`src/rtl/instr_fetch_decode.sv`:
```
// Instruction fetch/decode front end: PC, req/ack imem fetch, IR and valid/ready issue.
// Optional IFD_INSTR_CNT_EN adds a wrapping 32-bit accepted-instruction counter (instr_cnt).
module instr_fetch_decode #(
  parameter int unsigned          PC_WIDTH     = 32,
  parameter int unsigned          OP_CODE_SIZE = 6,
  parameter int unsigned          FUNC_SIZE    = 11,
  parameter logic [PC_WIDTH-1:0]  PC_RESET     = '0,
  parameter logic [PC_WIDTH-1:0]  PC_INC       = PC_WIDTH'(4)
) (
  input  logic                    clk,
  input  logic                    rst,
  output logic                    imem_req,
  output logic [PC_WIDTH-1:0]     imem_addr,
  input  logic                    imem_ack,
  input  logic [31:0]             imem_rdata,
  output logic                    instr_valid,
  input  logic                    cu_ready,
  output logic [OP_CODE_SIZE-1:0] opcode,
  output logic [FUNC_SIZE-1:0]    func,
  output logic [4:0]              rs1,
  output logic [4:0]              rs2,
  output logic [4:0]              rd,
  output logic [15:0]             imm,
  input  logic                    redirect_valid,
  input  logic [PC_WIDTH-1:0]     redirect_pc,
  input  logic                    halt,
`ifdef IFD_INSTR_CNT_EN
  output logic [31:0]             instr_cnt,
`endif
  output logic [PC_WIDTH-1:0]     pc_out
);

  localparam logic [1:0] StIdle  = 2'd0;
  localparam logic [1:0] StFetch = 2'd1;
  localparam logic [1:0] StIssue = 2'd2;

  logic [1:0]          state_q, state_d;
  logic [PC_WIDTH-1:0] pc_q, pc_d;
  logic [PC_WIDTH-1:0] pc_out_q, pc_out_d;
  logic [31:0]         ir_q, ir_d;
  logic                accept;

  assign accept = (state_q == StIssue) && cu_ready;

  always_comb begin
    state_d  = state_q;
    pc_d     = pc_q;
    pc_out_d = pc_out_q;
    ir_d     = ir_q;
    unique case (state_q)
      StIdle: begin
        if (!halt) state_d = StFetch;
      end
      StFetch: begin
        if (imem_ack) begin
          ir_d     = imem_rdata;
          pc_out_d = pc_q;
          state_d  = StIssue;
        end
      end
      StIssue: begin
        if (accept) begin
          // Redirect is only honoured in the accept cycle; the sum wraps naturally.
          pc_d    = redirect_valid ? redirect_pc : pc_q + PC_INC;
          state_d = halt ? StIdle : StFetch;
        end
      end
      default: state_d = StIdle;
    endcase
  end

  always_ff @(posedge clk or posedge rst) begin
    if (rst) begin
      state_q  <= StIdle;
      pc_q     <= PC_RESET;
      pc_out_q <= PC_RESET;
      ir_q     <= '0;
    end else begin
      state_q  <= state_d;
      pc_q     <= pc_d;
      pc_out_q <= pc_out_d;
      ir_q     <= ir_d;
    end
  end

`ifdef IFD_INSTR_CNT_EN
  logic [31:0] cnt_q, cnt_d;

  assign cnt_d = accept ? cnt_q + 32'd1 : cnt_q;

  always_ff @(posedge clk or posedge rst) begin
    if (rst) begin
      cnt_q <= '0;
    end else begin
      cnt_q <= cnt_d;
    end
  end

  assign instr_cnt = cnt_q;
`endif

  assign imem_req    = (state_q == StFetch);
  assign instr_valid = (state_q == StIssue);
  assign imem_addr   = pc_q;
  assign pc_out      = pc_out_q;
  assign opcode      = ir_q[31 -: OP_CODE_SIZE];
  assign func        = ir_q[FUNC_SIZE-1:0];
  assign rs1         = ir_q[25:21];
  assign rs2         = ir_q[20:16];
  assign rd          = ir_q[15:11];
  assign imm         = ir_q[15:0];

endmodule

```
`config.mk`:
```
export PLATFORM = sky130hd
export DESIGN_NAME = instr_fetch_decode
export DESIGN_NICKNAME = d
export VERILOG_FILES = /design/src/rtl/instr_fetch_decode.sv
export SDC_FILE = /design/constraint.sdc
export NUM_CORES = 1
export LEC_CHECK = 0
export CAP_MARGIN = 0
export CORE_MARGIN = 1
export CORE_UTILIZATION = 47
export DETAILED_ROUTE_END_ITERATION = 10
export PLACE_DENSITY = 0.82
export SLEW_MARGIN = 20
export SYNTH_ARGS = -nofsm -noshare
export SYNTH_HDL_FRONTEND = slang
export SYNTH_SLANG_ARGS = --single-unit
```
`constraint.sdc`:
```
create_clock -name clk -period 5.54 [get_ports clk]
set_clock_uncertainty 0.15 [all_clocks]
set_input_delay 0.554 -clock clk [delete_from_list [all_inputs] [get_ports clk]]
set_output_delay 0.554 -clock clk [all_outputs]
set_load 0.01 [all_outputs]
```
# Word level (Yosys, flattened, before mapping)
# Cells that the tools add are included.
[classes] add_sub_neg=1 n_eq_ne=5 mux=6 n_reduce_logical=5
[op_table] op="$add 32x3->32 const B" n=1
[op_table] op="$mux 32" n=1
[op_table] op="$mux 2" n=3
[op_table] op="$pmux 2 s3" n=1
[op_table] op="$ne 2x1->1 const B" n=2
[op_table] op="$reduce_and 2->1" n=2
[op_table] op="$reduce_and 3->1" n=1
[op_table] op="$eq 2x1->1 const B" n=1
[op_table] op="$eq 2x2->1 const B" n=1
[op_table] op="$logic_not 2->1" n=1
[op_table] op="$ne 2x2->1 const B" n=1
[op_table] op="$logic_and 1x1->1" n=1
[op_table] op="$mux 1" n=1
[word_totals] reg_bits=98 input_bits=70 wordCells=21

# Depth between registers and ports, before layout
# Gate-level depths: netlist of the first run.
[logic_depth] ltp_word=4 depth_mapped=8 mapped_depth_nobuf=6

# Worst setup path after synthesis of the first run
# No wires, ideal clock.
[synth_path] path_kind="register -> register" start="register pc_q[2], in the netlist imem_addr[2]" end="register pc_q[18], in the netlist imem_addr[18]" setup_ns=0.126 arrival_time_ns=1.762 required_ns=5.264 slack_ns=3.502 stages_incl_launch_ff=9 n_path_buf=2 period_less_slack_ns=2.038 cell_sequence="dfrtp_1 ha_1 and3_1 buf_2 and4_1 buf_4 nand3_2 nor4_1 a311o_1"
[synth_between] elab_chain_len=2
[synth_lines] item="start: declaration" line="38" source="logic [PC_WIDTH-1:0] pc_q, pc_d;"
[synth_lines] item="start signal: assignment" line="80" source="pc_q <= pc_d;"
[synth_lines] item="$add 32x3->32" line="64" source="pc_d = redirect_valid ? redirect_pc : pc_q + PC_INC;"
[synth_lines] item="$mux 32" line="64"
# Every way passes these cells.
# A chain may end at the register's enable or synchronous reset.

# Final worst setup path of the first run
[layout_path] start="input redirect_valid" end="register pc_q[27], in the netlist imem_addr[27]"
[layout_between] elab_chain_len=1
[layout_lines] item="start: declaration" line="24" source="input logic redirect_valid,"
[layout_lines] item="$mux 32" line="64"
# Every way passes these cells.

==> flow_summary.ini, run 1 <==
[global_route]
overflow = 0
grt_pass1_wl_um = 18680
grtUsageTotal_pct = 23.49
antenna_found_initial = 0
grt_pass1_vias = 3627
grt_max_degree = 68

[timing]
slew_violations = 0
setup_tns_ns = 0
max_freq_mhz = 384.0
post-route-period-util_pct = 47.01
tightestPinTransition_ns = 1.099
fin_crit_ns = 2.604
grt_setup_unrepaired = no
fin_hold_ws_ns = 0.3354
slew_headroom_pct = 26.66
setup_viol = 0
hold_viol = 0

[finish]
drive_gt1_share_pct = 16.52
antenna_cells = 0
nFillCells = 691
final_area_sq_um = 6599
finalNetCount = 641
instances_no_fill = 704
fin_util_pct = 70.09
multiInputGateArea_sq_um = 1923
area_growth_pct = 42.27
regArea_sq_um = 2452

[clock_tree]
cts_hold_repair.buffers = 0
clk_pin_slew_ns = 0.10
h-tree-depth = 3
post_cts_resized = 0
clkLatencyLatePin_ns = 0.36
cts_buffers = 9
clkSinkCount = 98
cts_root_buffer = clkbuf_8
cts_tree = done
cts_buffer_depth = 2
cts_setup_buffers = 0

[setup_path]
crit_path_start_kind = input pin
crit_family = buffers and inverters
cp.arrival_ns = 2.69
crit_type = in2reg
crit_path_max_incr_delay_ns = 0.60
cp_num_buf_inv = 3
r2r-start = imem_addr[2]$_DFFE_PP0P_
crit_chain = clkdlybuf4s50_1 > buf_4 > inv_1 > or3_1 > o41ai_1 > a21oi_1
critPathMaxFanout = 46
cp_slowest_cell = inv_1
crit_required_ns = 5.62
cp-end-kind = register
crit_path_start = redirect_valid

[floorplanning]
die_area_sq_um = 10270
fp.dieH_um = 101.3
core_area_sq_um = 9415
start_util_pct = 49.26
core.rowCount = 35
ios = 184
die_w_um = 101.3

[place]
gp_congestion = 0.8961
numPlacedInstances = 688
port_buffers = 183
dp_hpwl_um = 8684
placedInstanceArea_sq_um = 6416

[logic_synthesis]
synth-edff-count = 0
syn_inst = 417
yosysTopAreaCell = dfrtp_1
synth_top_cells_by_area = dfrtp_1, mux2_2, a21oi_1
ys_seq_area_share_pct = 52.87
syn_avg_cell_area_sq_um = 11.12
synth-async-reset-ratio_pct = 100.0
synthFlopType = dfrtp_1
netlist_top_cells_count = dfrtp_1, mux2_2, a21oi_1, o21ai_0, nand2_1
ys_seq_elements = 98
ys_types = 47
yosys_warnings = 0
synth_top_area_share_pct = 52.87
synth.most_common_cell = dfrtp_1
syn_nets = 488
netlist_area_sq_um = 4638

[min_path]
hp-start = state_q[0]$_DFFE_PP0P_
hp-class = reg2reg

[detailed_routing]
dr_total_vias = 3920
drc = 0
drtIter0Drc = 228
via_per_inst = 5.568
ant_nets = 0
wire_per_inst_um = 17.23
firstDrtPassIters = 5
totalWireLength_um = 12130

[pwr]
leakage_nw = 2.647
power_density_nw_per_um2 = 526.0
ir_worst_vdd_mv = 0.2319

[status]
status = finished clean

[run]
drv_cap = 0
-- final cells by class --
cell class	instances	share of cell area, %
clock buffers	9	1.877
clock inverters	7	0.8912
flip-flops and latches	98	37.16
multi-input cells	269	29.14
inverters	6	0.3792
well taps	129	2.446
repair buffers	186	28.10
-- worst reg2reg max path: stages (launching register included) --
cell and delay, ns:
dfrtp_1 0.48, ha_1 0.23, and3_1 0.33, and4_1 0.45
nand2_1 0.18, o211ai_1 0.20, o311ai_1 0.12
-- layer usage --
layer | vias to the layer above | wire length, um | track usage (%)
li1 | 1814 | - | -
met1 | 1896 | 5071 | 31.60
met2 | 188 | 5920 | 38.93
met3 | 22 | 926 | 4.624
met4 | 0 | 210 | 6.577
met5 | - | 0 | 0
-- cell families (layout without fill, tap and decap cells) --
family / count (synthesis) / in the layout / synth area share [%]
multiplexers: 68 / 68 / 16.40
AND/OR/NAND/NOR: 110 / 110 / 13.16
flip-flops: 98 / 98 / 52.87
adder cells (fa/ha/maj): 1 / 1 / 0.2697
AO/OA/AOI/OAI: 90 / 90 / 11.47
buffers and inverters: 50 / 208 / 5.827
-- worst paths after layout --
path                       cells past startpoint                   endpoint  slack, ns
min in group asynchronous                      2       ir_q[21]$_DFFE_PP0P_       0.53
max in group asynchronous                      3   imem_addr[7]$_DFFE_PP0P_       3.70
max reg2reg                                    6  imem_addr[28]$_DFFE_PP0P_       3.27
max                                            6  imem_addr[27]$_DFFE_PP0P_       2.94
min                                            1     state_q[0]$_DFFE_PP0P_       0.34
min reg2reg                                    1     state_q[0]$_DFFE_PP0P_       0.34
-- layout by cell type (no fill, tap or decap), types with 3 or more instances in the layout --
master,n
clkdlybuf4s50_1,183
dfrtp_1,98
mux2_2,64
a21oi_1,32
o21ai_0,31
nand2_1,25
nand3_1,23
nand4_1,13
nor3_1,9
nor2_1,9
clkbuf_8,9
inv_1,5
o22ai_1,5
and3_1,4
or3_1,4
a2bb2oi_1,4
nor2b_1,4
mux2i_1,4
nor4_1,4
buf_4,3
-- through the flow --
stage	worst slack, ns	power, W
after floorplan	2.274	0.002131
after global placement	2.645	0.003015
after detailed placement	2.599	0.003070
after CTS	2.972	0.003506
after global routing	2.819	0.003690
final	2.936	0.003471
-- state kept, by name (all words and copies together), names as in the netlist --
name,flops
imem_addr,32
pc_out,32
ir_q,32
state_q,2
-- where the power goes --
group | internal (W) | leakage (nW) | total [W] | switching [W]
Combinational | 0.00101 | 1.41 | 0.00168 | 0.000668
Clock | 0.000171 | 0.0921 | 0.000429 | 0.000259
Sequential | 0.00105 | 1.15 | 0.00136 | 0.000311
Total | 0.00223 | 2.65 | 0.00347 | 0.00124
Power figures use the tool's default switching activity.
==> run 2, diff against run 1 <==
--- a/config.mk
+++ b/config.mk
@@ -7,9 +7,9 @@
 export LEC_CHECK = 0
 export CAP_MARGIN = 0
 export CORE_MARGIN = 1
-export CORE_UTILIZATION = 47
+export CORE_UTILIZATION = 44
 export DETAILED_ROUTE_END_ITERATION = 10
-export PLACE_DENSITY = 0.82
+export PLACE_DENSITY = 0.77
 export SLEW_MARGIN = 20
 export SYNTH_ARGS = -nofsm -noshare
 export SYNTH_HDL_FRONTEND = slang
==> constraint.sdc (replaced) <==
create_clock -name clk -period 2.45 [get_ports clk]
set_clock_uncertainty 0.15 [all_clocks]
set_input_delay 0.245 -clock clk [delete_from_list [all_inputs] [get_ports clk]]
set_output_delay 0.245 -clock clk [all_outputs]
set_load 0.01 [all_outputs]
==> flow_summary.ini, run 2 (synthesized netlist as in run 1, its figures left out) <==
[detailed_routing]
wl_met3_um = 1019
drtIter0Drc = 225
dr_total_vias = 3944
top_layer_used = met4
drc = 0
wire_per_inst_um = 16.88
route.met2.wl_um = 5919
ant_nets = 0
via_per_inst = 5.493
firstDrtPassIters = 5
wl_met1_um = 4998
totalWireLength_um = 12120

[setup_path]
crit_path_start_kind = register
crit_type = reg2reg
cp-end-kind = register
crit_required_ns = 2.53
cp.arrival_ns = 2.26
critPathMaxFanout = 9

[run]
drv_cap = 0

[floorplanning]
core.rowCount = 37
die_area_sq_um = 10960
core_area_sq_um = 10280
fp.dieH_um = 104.7
ios = 184
die_w_um = 104.7
start_util_pct = 45.13

[timing]
setup_tns_ns = 0
post-route-period-util_pct = 88.86
setup_viol = 0
grt_setup_unrepaired = no
fin_crit_ns = 2.177
tightestPinTransition_ns = 0.5731
slew_headroom_pct = 61.70
slew_violations = 0
hold_viol = 0
max_freq_mhz = 459.3

[clock_tree]
cts_tree = done
h-tree-depth = 3
cts_buffer_depth = 2
clkSinkCount = 98
cts_root_buffer = clkbuf_8
post_cts_resized = 0
cts_buffers = 9
cts_hold_repair.buffers = 0
clkLatencyLatePin_ns = 0.36
cts_setup_buffers = 0
clk_pin_slew_ns = 0.09

[pwr]
p_sw_w = 0.002773
ir_worst_vdd_mv = 0.5263
sequentialPowerShare_pct = 38.5
p_comb_share_pct = 48.1
leakage_nw = 2.699
p_clk_share_pct = 13.3
power_density_nw_per_um2 = 1189
switching_share_pct = 34.63
intPower_w = 0.005235

[place]
placedInstanceArea_sq_um = 6529
port_buffers = 183
gp_congestion = 0.8207
dp_hpwl_um = 8880

[global_route]
overflow = 0
grtUsageTotal_pct = 22.79
grt_pass1_vias = 3831
grt_pass1_wl_um = 19590
grt_max_degree = 99
antenna_found_initial = 0

[finish]
drive_gt1_share_pct = 17.35
area_growth_pct = 45.18
final_common_cell = clkdlybuf4s50_1
nFillCells = 813
finalNetCount = 648
final_area_sq_um = 6734
final_cell_mix = clkdlybuf4s50_1, dfrtp_1, mux2_2
antenna_cells = 0

[min_path]
hp-class = in2async

[status]
status = finished clean
-- run 2: cell count changes in the layout (fill, tap and decap cells not counted), moves of 2 or more --
cell	previous run	this run
clkinv_4	2	0
clkinvlp_4	1	3
buf_12	0	4
buf_4	3	6
clkbuf_8	9	11
inv_6	2	0
-- run 2: critical path, stage by stage (launching register included) --
cell and delay [ns]:
dfrtp_1 0.45, ha_1 0.22, and3_1 0.33, and4_1 0.43, nand2_1 0.18, o211ai_1 0.19
o311ai_1 0.11
-- run 2: worst paths after layout --
kind / start / to / slack [ns] / cells past startpoint
min in group clk: halt / state_q[0]$_DFFE_PP0P_ / 0.31 / 2
max reg2reg: imem_addr[3]$_DFFE_PP0P_ / imem_addr[28]$_DFFE_PP0P_ / 0.27 / 6
min reg2reg: state_q[0]$_DFFE_PP0P_ / state_q[0]$_DFFE_PP0P_ / 0.33 / 1
max: imem_addr[3]$_DFFE_PP0P_ / imem_addr[28]$_DFFE_PP0P_ / 0.27 / 6
max in group asynchronous: rst / state_q[1]$_DFFE_PP0P_ / 1.52 / 3
min: rst / ir_q[7]$_DFFE_PP0P_ / 0.23 / 3
-- run 2: final cells by class --
| type | instances | area (sq um) | area share (%) |
|---|---|---|---|
| flip-flops and latches | 98 | 2452 | 36.42 |
| repair buffers | 193 | 1957 | 29.06 |
| multi-input cells | 269 | 1923 | 28.56 |
| well taps | 136 | 170.2 | 2.527 |
| clock buffers | 12 | 155.1 | 2.304 |
| clock inverters | 4 | 50.05 | 0.7432 |
| inverters | 6 | 26.28 | 0.3902 |
-- run 2: power groups by stage --
stage	clock [W]	sequential (W)	combinational (W)
floorplan	0	0.00332	0.00150
global placement	0	0.00306	0.00382
detailed placement	0	0.00312	0.00388
CTS	0.00110	0.00309	0.00390
global route	0.00116	0.00321	0.00412
finish	0.00107	0.00308	0.00386
-- run 2: routing by layer --
layer,up-vias,GRT usage (%)
met3,18,6.800
met5,-,0
li1,1828,-
met2,203,37.42
met4,0,6.740
met1,1895,29.09
-- run 2: metrics by stage --
step | utilization (%) | power [W] | setup WS [ns] | hold slack (ns) | cells
finish | 65.52 | 0.008008 | 0.2729 | 0.2299 | 718
detailed placement | 63.53 | 0.007003 | 0.2930 | 0.3138 | 702
floorplan | - | 0.004819 | 0.4116 | 0.1911 | 417
global route | 65.52 | 0.008487 | 0.007549 | 0.2530 | 718
global placement | 63.53 | 0.006875 | 0.3752 | 0.3067 | 702
CTS | 65.52 | 0.008086 | 0.2757 | 0.2633 | 718
